`src/rtl/phy_rx_pkg.sv`:
```
// Shared symbols, lane FSM encodings and the control-symbol classifier
// for the two-lane RX link controller.
package phy_rx_pkg;

  localparam logic [7:0] COM = 8'hBC;
  localparam logic [7:0] IDL = 8'h7C;

  localparam int LOCK_CNT = 4;
  localparam int LOSS_CNT = 4;

  localparam int LOCK_W = $clog2(LOCK_CNT + 1);
  localparam int LOSS_W = $clog2(LOSS_CNT + 1);

  // Lane state encodings, kept as plain constants for legacy tools.
  localparam logic [1:0] HUNT    = 2'd0;
  localparam logic [1:0] LOCKING = 2'd1;
  localparam logic [1:0] LOCKED  = 2'd2;

  typedef logic [1:0] lane_state_t;

  // Control symbols are stripped from the data stream.
  function automatic logic is_ctrl(input logic [7:0] b);
    return (b == COM) || (b == IDL);
  endfunction

endpackage

```
`src/rtl/phy_rx_lane_lock.sv`:
```
// Per-lane comma-lock FSM: counts consecutive COM symbols on qualified
// cycles and reports lock once LOCK_CNT have been seen in a row.
module phy_rx_lane_lock
  import phy_rx_pkg::*;
(
  input  logic       clk,
  input  logic       reset,
  input  logic [7:0] rx_byte,
  input  logic       step,
  input  logic       force_hunt,
  output logic       lock
);

  localparam logic [LOCK_W-1:0] LOCK_TARGET = LOCK_W'(LOCK_CNT);
  localparam logic [LOCK_W-1:0] CNT_ONE     = LOCK_W'(1);

  lane_state_t       state_reg;
  logic [LOCK_W-1:0] cnt_reg;
  logic [LOCK_W-1:0] cnt_inc;
  logic              is_com;

  assign is_com  = (rx_byte == COM);
  // Saturating increment so the counter can never wrap.
  assign cnt_inc = (cnt_reg == LOCK_TARGET) ? cnt_reg : cnt_reg + CNT_ONE;

  // Lane state and lock counter; a global loss event overrides stepping.
  always_ff @(posedge clk) begin
    if (!reset) begin
      state_reg <= HUNT;
      cnt_reg   <= '0;
    end else if (force_hunt) begin
      state_reg <= HUNT;
      cnt_reg   <= '0;
    end else if (step) begin
      case (state_reg)
        HUNT: begin
          if (is_com) begin
            cnt_reg   <= CNT_ONE;
            state_reg <= (CNT_ONE == LOCK_TARGET) ? LOCKED : LOCKING;
          end
        end
        LOCKING: begin
          if (is_com) begin
            cnt_reg <= cnt_inc;
            if (cnt_inc == LOCK_TARGET) begin
              state_reg <= LOCKED;
            end
          end else begin
            cnt_reg   <= '0;
            state_reg <= HUNT;
          end
        end
        LOCKED: begin
          state_reg <= LOCKED;
        end
        default: begin
          state_reg <= HUNT;
          cnt_reg   <= '0;
        end
      endcase
    end
  end

  assign lock = (state_reg == LOCKED);

endmodule

```
`src/rtl/phy_rx_sync_ctrl.sv`:
```
// Two-lane RX link controller: per-lane comma lock, link-active
// detection, 16-bit word merge with control stripping and loss-of-lock.
module phy_rx_sync_ctrl
  import phy_rx_pkg::*;
(
  input  logic        clk,
  input  logic        reset,
  input  logic        enable,
  input  logic [7:0]  rx_byte_0,
  input  logic [7:0]  rx_byte_1,
  input  logic        rx_valid,
  output logic [15:0] data_out,
  output logic        valid_out,
  output logic        active,
  output logic [1:0]  lock,
  output logic        err_mismatch
);

  localparam logic [LOSS_W-1:0] LOSS_LAST = LOSS_W'(LOSS_CNT - 1);
  localparam logic [LOSS_W-1:0] LOSS_ONE  = LOSS_W'(1);

  logic [7:0]        lane_byte [2];
  logic              step;
  logic              ctrl_0;
  logic              ctrl_1;
  logic              both_data;
  logic              mismatch;
  logic              loss_last;
  logic              force_hunt;
  logic [LOSS_W-1:0] loss_cnt_reg;
  logic [15:0]       data_reg;
  logic              valid_reg;
  logic              err_reg;

  assign lane_byte[0] = rx_byte_0;
  assign lane_byte[1] = rx_byte_1;
  assign step         = enable & rx_valid;

  genvar gi;
  generate
    for (gi = 0; gi < 2; gi++) begin : g_lane
      phy_rx_lane_lock u_lane (
        .clk        (clk),
        .reset      (reset),
        .rx_byte    (lane_byte[gi]),
        .step       (step),
        .force_hunt (force_hunt),
        .lock       (lock[gi])
      );
    end
  endgenerate

  // Lock bits are registered, so active is low during the cycle in which
  // it first rises and those bytes are never forwarded.
  assign active = lock[0] & lock[1];

  assign ctrl_0     = is_ctrl(rx_byte_0);
  assign ctrl_1     = is_ctrl(rx_byte_1);
  assign both_data  = !ctrl_0 && !ctrl_1;
  assign mismatch   = ctrl_0 ^ ctrl_1;
  assign loss_last  = (loss_cnt_reg == LOSS_LAST);
  assign force_hunt = active && step && mismatch && loss_last;

  // Word merge, mismatch pulse and loss counter on qualified active cycles.
  always_ff @(posedge clk) begin
    if (!reset) begin
      data_reg     <= '0;
      valid_reg    <= 1'b0;
      err_reg      <= 1'b0;
      loss_cnt_reg <= '0;
    end else begin
      valid_reg <= 1'b0;
      err_reg   <= 1'b0;
      if (step && active) begin
        if (both_data) begin
          data_reg     <= {rx_byte_1, rx_byte_0};
          valid_reg    <= 1'b1;
          loss_cnt_reg <= '0;
        end else if (mismatch) begin
          err_reg      <= 1'b1;
          loss_cnt_reg <= loss_last ? '0 : loss_cnt_reg + LOSS_ONE;
        end else begin
          loss_cnt_reg <= '0;
        end
      end
    end
  end

  // Pulses are suppressed immediately while the controller is paused.
  assign data_out     = data_reg;
  assign valid_out    = valid_reg & enable;
  assign err_mismatch = err_reg & enable;

endmodule
```
`config.mk`:
```
export PLATFORM = sky130hd
export DESIGN_NAME = phy_rx_sync_ctrl
export DESIGN_NICKNAME = d
export VERILOG_FILES = /design/src/rtl/phy_rx_pkg.sv /design/src/rtl/phy_rx_lane_lock.sv /design/src/rtl/phy_rx_sync_ctrl.sv
export SDC_FILE = /design/constraint.sdc
export NUM_CORES = 1
export LEC_CHECK = 0
export ABC_CLOCK_PERIOD_IN_PS = 1900
export BUFFER_PORTS_ARGS = -buffer_cell sky130_fd_sc_hd__buf_2
export CORE_AREA = 2 2 70 72
export CTS_CLUSTER_SIZE = 12
export DETAILED_ROUTE_END_ITERATION = 10
export DIE_AREA = 0 0 72 74
export PLACE_DENSITY_LB_ADDON = 0.05
export SLEW_MARGIN = 0
export SYNTH_ARGS = -nofsm -noshare
export SYNTH_HDL_FRONTEND = slang
export SYNTH_HIERARCHICAL = 1
export SYNTH_SLANG_ARGS = --single-unit
```
`constraint.sdc`:
```
create_clock -name clk -period 1.9 [get_ports clk]
set_clock_uncertainty 0.1 [all_clocks]
set_input_delay 0.285 -clock clk [delete_from_list [all_inputs] [get_ports clk]]
set_output_delay 0.285 -clock clk [all_outputs]
set_load 0.05 [all_outputs]
```
==> impl_metrics.env <==
export IMPL_viasPerCell=5.069
export IMPL_path_class="reg -> reg"
export IMPL_ioPinCount=41
export IMPL_cts_reportedPaths_clkPinSlew_ns=0.06
export IMPL_synth_top_cell_area_share_pct=36.28
export IMPL_startpoint_type="flop"
export IMPL_critPathArrivalTime_ns=1.92
export IMPL_wl_per_cell_um=12.18
export IMPL_rsz0062_at_grt="yes"
export IMPL_clock_fmax_mhz=551.5
export IMPL_ys_warn_count=6
export IMPL_yosysUniqueCellTypes=40
export IMPL_synth_async_reset_ratio_pct=0
export IMPL_routed_wl_um=3716
export IMPL_routabilityCongestion=0.7731
export IMPL_drv_cap=0
export IMPL_synth_seq_cells=31
export IMPL_outcome="finished, final reports clean"
export IMPL_n_antenna_cell=0
export IMPL_drc_errors=0
export IMPL_dieArea_mm2=0.005328
export IMPL_yosysSeqAreaShare_pct=36.28
export IMPL_root_buffer="clkbuf_8"
export IMPL_num_fill_cells=476
export IMPL_fp_row_count=25
export IMPL_synth_area_mm2=0.001710
export IMPL_fp_dieH_um=74
export IMPL_dr_pass1_iters=4
export IMPL_die_w_um=72
export IMPL_syn_num_nets=223
export IMPL_cts_tree="built"
export IMPL_synthCells=197
export IMPL_dp_slack_ns=-0.1728
export IMPL_layout_drive_gt1_share_pct=34.66
export IMPL_numPortBuffers=40
export IMPL_regArea_um2=621.8
export IMPL_multiInputGateArea_mm2=0.001025
export IMPL_worstPathMaxFanout=6
export IMPL_layout_nets=276
export IMPL_drt_initial_drc_count=65
export IMPL_grt_max_degree=26
export IMPL_antenna_found_initial=0
export IMPL_synth_edf_count=0
export IMPL_largest_register_ffs=16
export IMPL_powerDensity_mw_per_mm2=603.9
export IMPL_ir_drop_v=0.0002922
export IMPL_grt_pass1_wl_um=6327
export IMPL_start_util_pct=37.20
export IMPL_area_growth_pct=25.97
export IMPL_finalCritPeriodShare_pct=95.43
export IMPL_syn_avg_cell_area_um2=8.682
export IMPL_h_tree_depth=2
export IMPL_p_leak_nw=0.8593
export IMPL_min_period_ns=1.813
export IMPL_synth_commonest_cells="nand2_1, dfxtp_1, a21boi_2"
export IMPL_vias=1546
export IMPL_cts_buffers=5
export IMPL_dp_hpwl_um=2836
export IMPL_coreArea_mm2=0.004598
export IMPL_grt_pass1_vias=1461
export IMPL_dpl_cell_area_mm2=0.002042
export IMPL_max_slew_worst_pin_slew_ns=0.5589
export IMPL_insertion_delay_ns=0.27
export IMPL_ys_flop_type="dfxtp_1"
export IMPL_cts_sinks=31
export IMPL_worst_endpoint_required_ns=2.01
export IMPL_setup_tns_final_ns=0
export IMPL_slew_violations=0
export IMPL_hold_class="in -> reg"
export IMPL_setup_violations=0
export IMPL_holdBufCountCts=0
export IMPL_yosysMostFrequentCell="nand2_1"
export IMPL_netlist_top_cells_area="dfxtp_1, nand2_1, a21boi_2"
export IMPL_relSlewSlack_pct=62.74
export IMPL_synth_top_area_cell="dfxtp_1"
export IMPL_final_area_mm2=0.002155
export IMPL_hold_slack_ns=0.1735
export IMPL_track_usage_pct=15.31
export IMPL_ant_nets=0
export IMPL_setup_ws_ns=0.08674
export IMPL_hold_violations=0
export IMPL_endpoint_kind="flop"
export IMPL_cts_buffer_depth=2
export IMPL_grt_overflow=0
export IMPL_utilization_pct=46.86
[cells by family (layout without fill, tap and decap cells)]
family	count (synthesis)	in the layout	synth area share, %
AO/OA/AOI/OAI	40	40	18.80
XOR/XNOR	2	2	1.024
adder cells (fa/ha/maj)	6	6	4.389
buffers and inverters	14	68	5.047
flip-flops	31	31	36.28
AND/OR/NAND/NOR	104	104	34.46
[area by class of cell]
class                   count  area share, %
clock buffers               8          4.646
inverters                   6          1.045
multi-input cells         152          47.56
flip-flops and latches     31          28.86
well taps                  54          3.136
repair buffers             54          14.75
[repair_timing]
action	4_1_cts	5_1_grt
buffers inserted	0	0
gates resized for setup	0	4
setup endpoints to repair	0	7
[critical path, cell delays in order (launching register included)]
cell      delay [ns]
dfxtp_2         0.39
inv_1           0.07
ha_1            0.23
or3b_1          0.41
a311oi_2        0.29
nand3_1         0.11
a21oi_1         0.14
[report_power, final]
| part | leakage (nW) | total [mW] | internal, mW | switching (mW) |
|---|---|---|---|---|
| Clock | 0.0515 | 0.557 | 0.330 | 0.227 |
| Sequential | 0.250 | 0.650 | 0.650 | 0.000172 |
| Combinational | 0.558 | 0.0936 | 0.0477 | 0.0459 |
[worst paths after layout]
check / from / endpoint / slack, ns / cells past startpoint
max: g_lane[0].u_lane/cnt_reg[0] / g_lane[0].u_lane/state_reg[1] / 0.09 / 6
min: rx_byte_1[0] / data_out[8] / 0.17 / 3
max reg2reg: g_lane[0].u_lane/cnt_reg[0] / g_lane[0].u_lane/state_reg[1] / 0.09 / 6
min reg2reg: data_out[1] / data_out[1] / 0.36 / 2
[layer usage]
layer	share of wire, %	global-route usage (%)
met3	5.0	3.523
met5	0	0
met1	44	18.11
met2	49	26.54
met4	2.0	7.128
[through the flow]
| stage | power, mW | cells |
|---|---|---|
| CTS | 1.323 | 305 |
| global route | 1.360 | 305 |
| finish | 1.301 | 305 |
| global placement | 0.7567 | 297 |
| floorplan | 0.7047 | 197 |
| detailed placement | 0.7579 | 297 |
[cells in the final DEF (no fill, tap or decap), types with 2 or more instances in the layout]
master    synthesis  layout
a21boi_0          7       7
a21boi_2         10      10
a21oi_1           8       7
a221oi_1          2       2
a311oi_2          2       2
a31o_1            2       2
a31oi_1           4       4
and2_1            5       5
buf_2             2      40
buf_4             2      13
clkbuf_8          0       7
dfxtp_1          31      30
ha_1              6       6
inv_1             6       6
nand2_1          49      49
nand2_4           2       2
nand2b_1          9       9
nand3_1           4       4
nand3b_1          2       2
nand4_1           3       3
nand4b_1          5       5
nor2_1            3       3
nor3_4            2       2
nor3b_1           3       3
nor4_1            3       2
o21ai_0           4       4
or3_1             2       2
or3_4             2       2
or3b_1            2       2
xor2_1            2       2
Power figures use the tool's default switching activity.
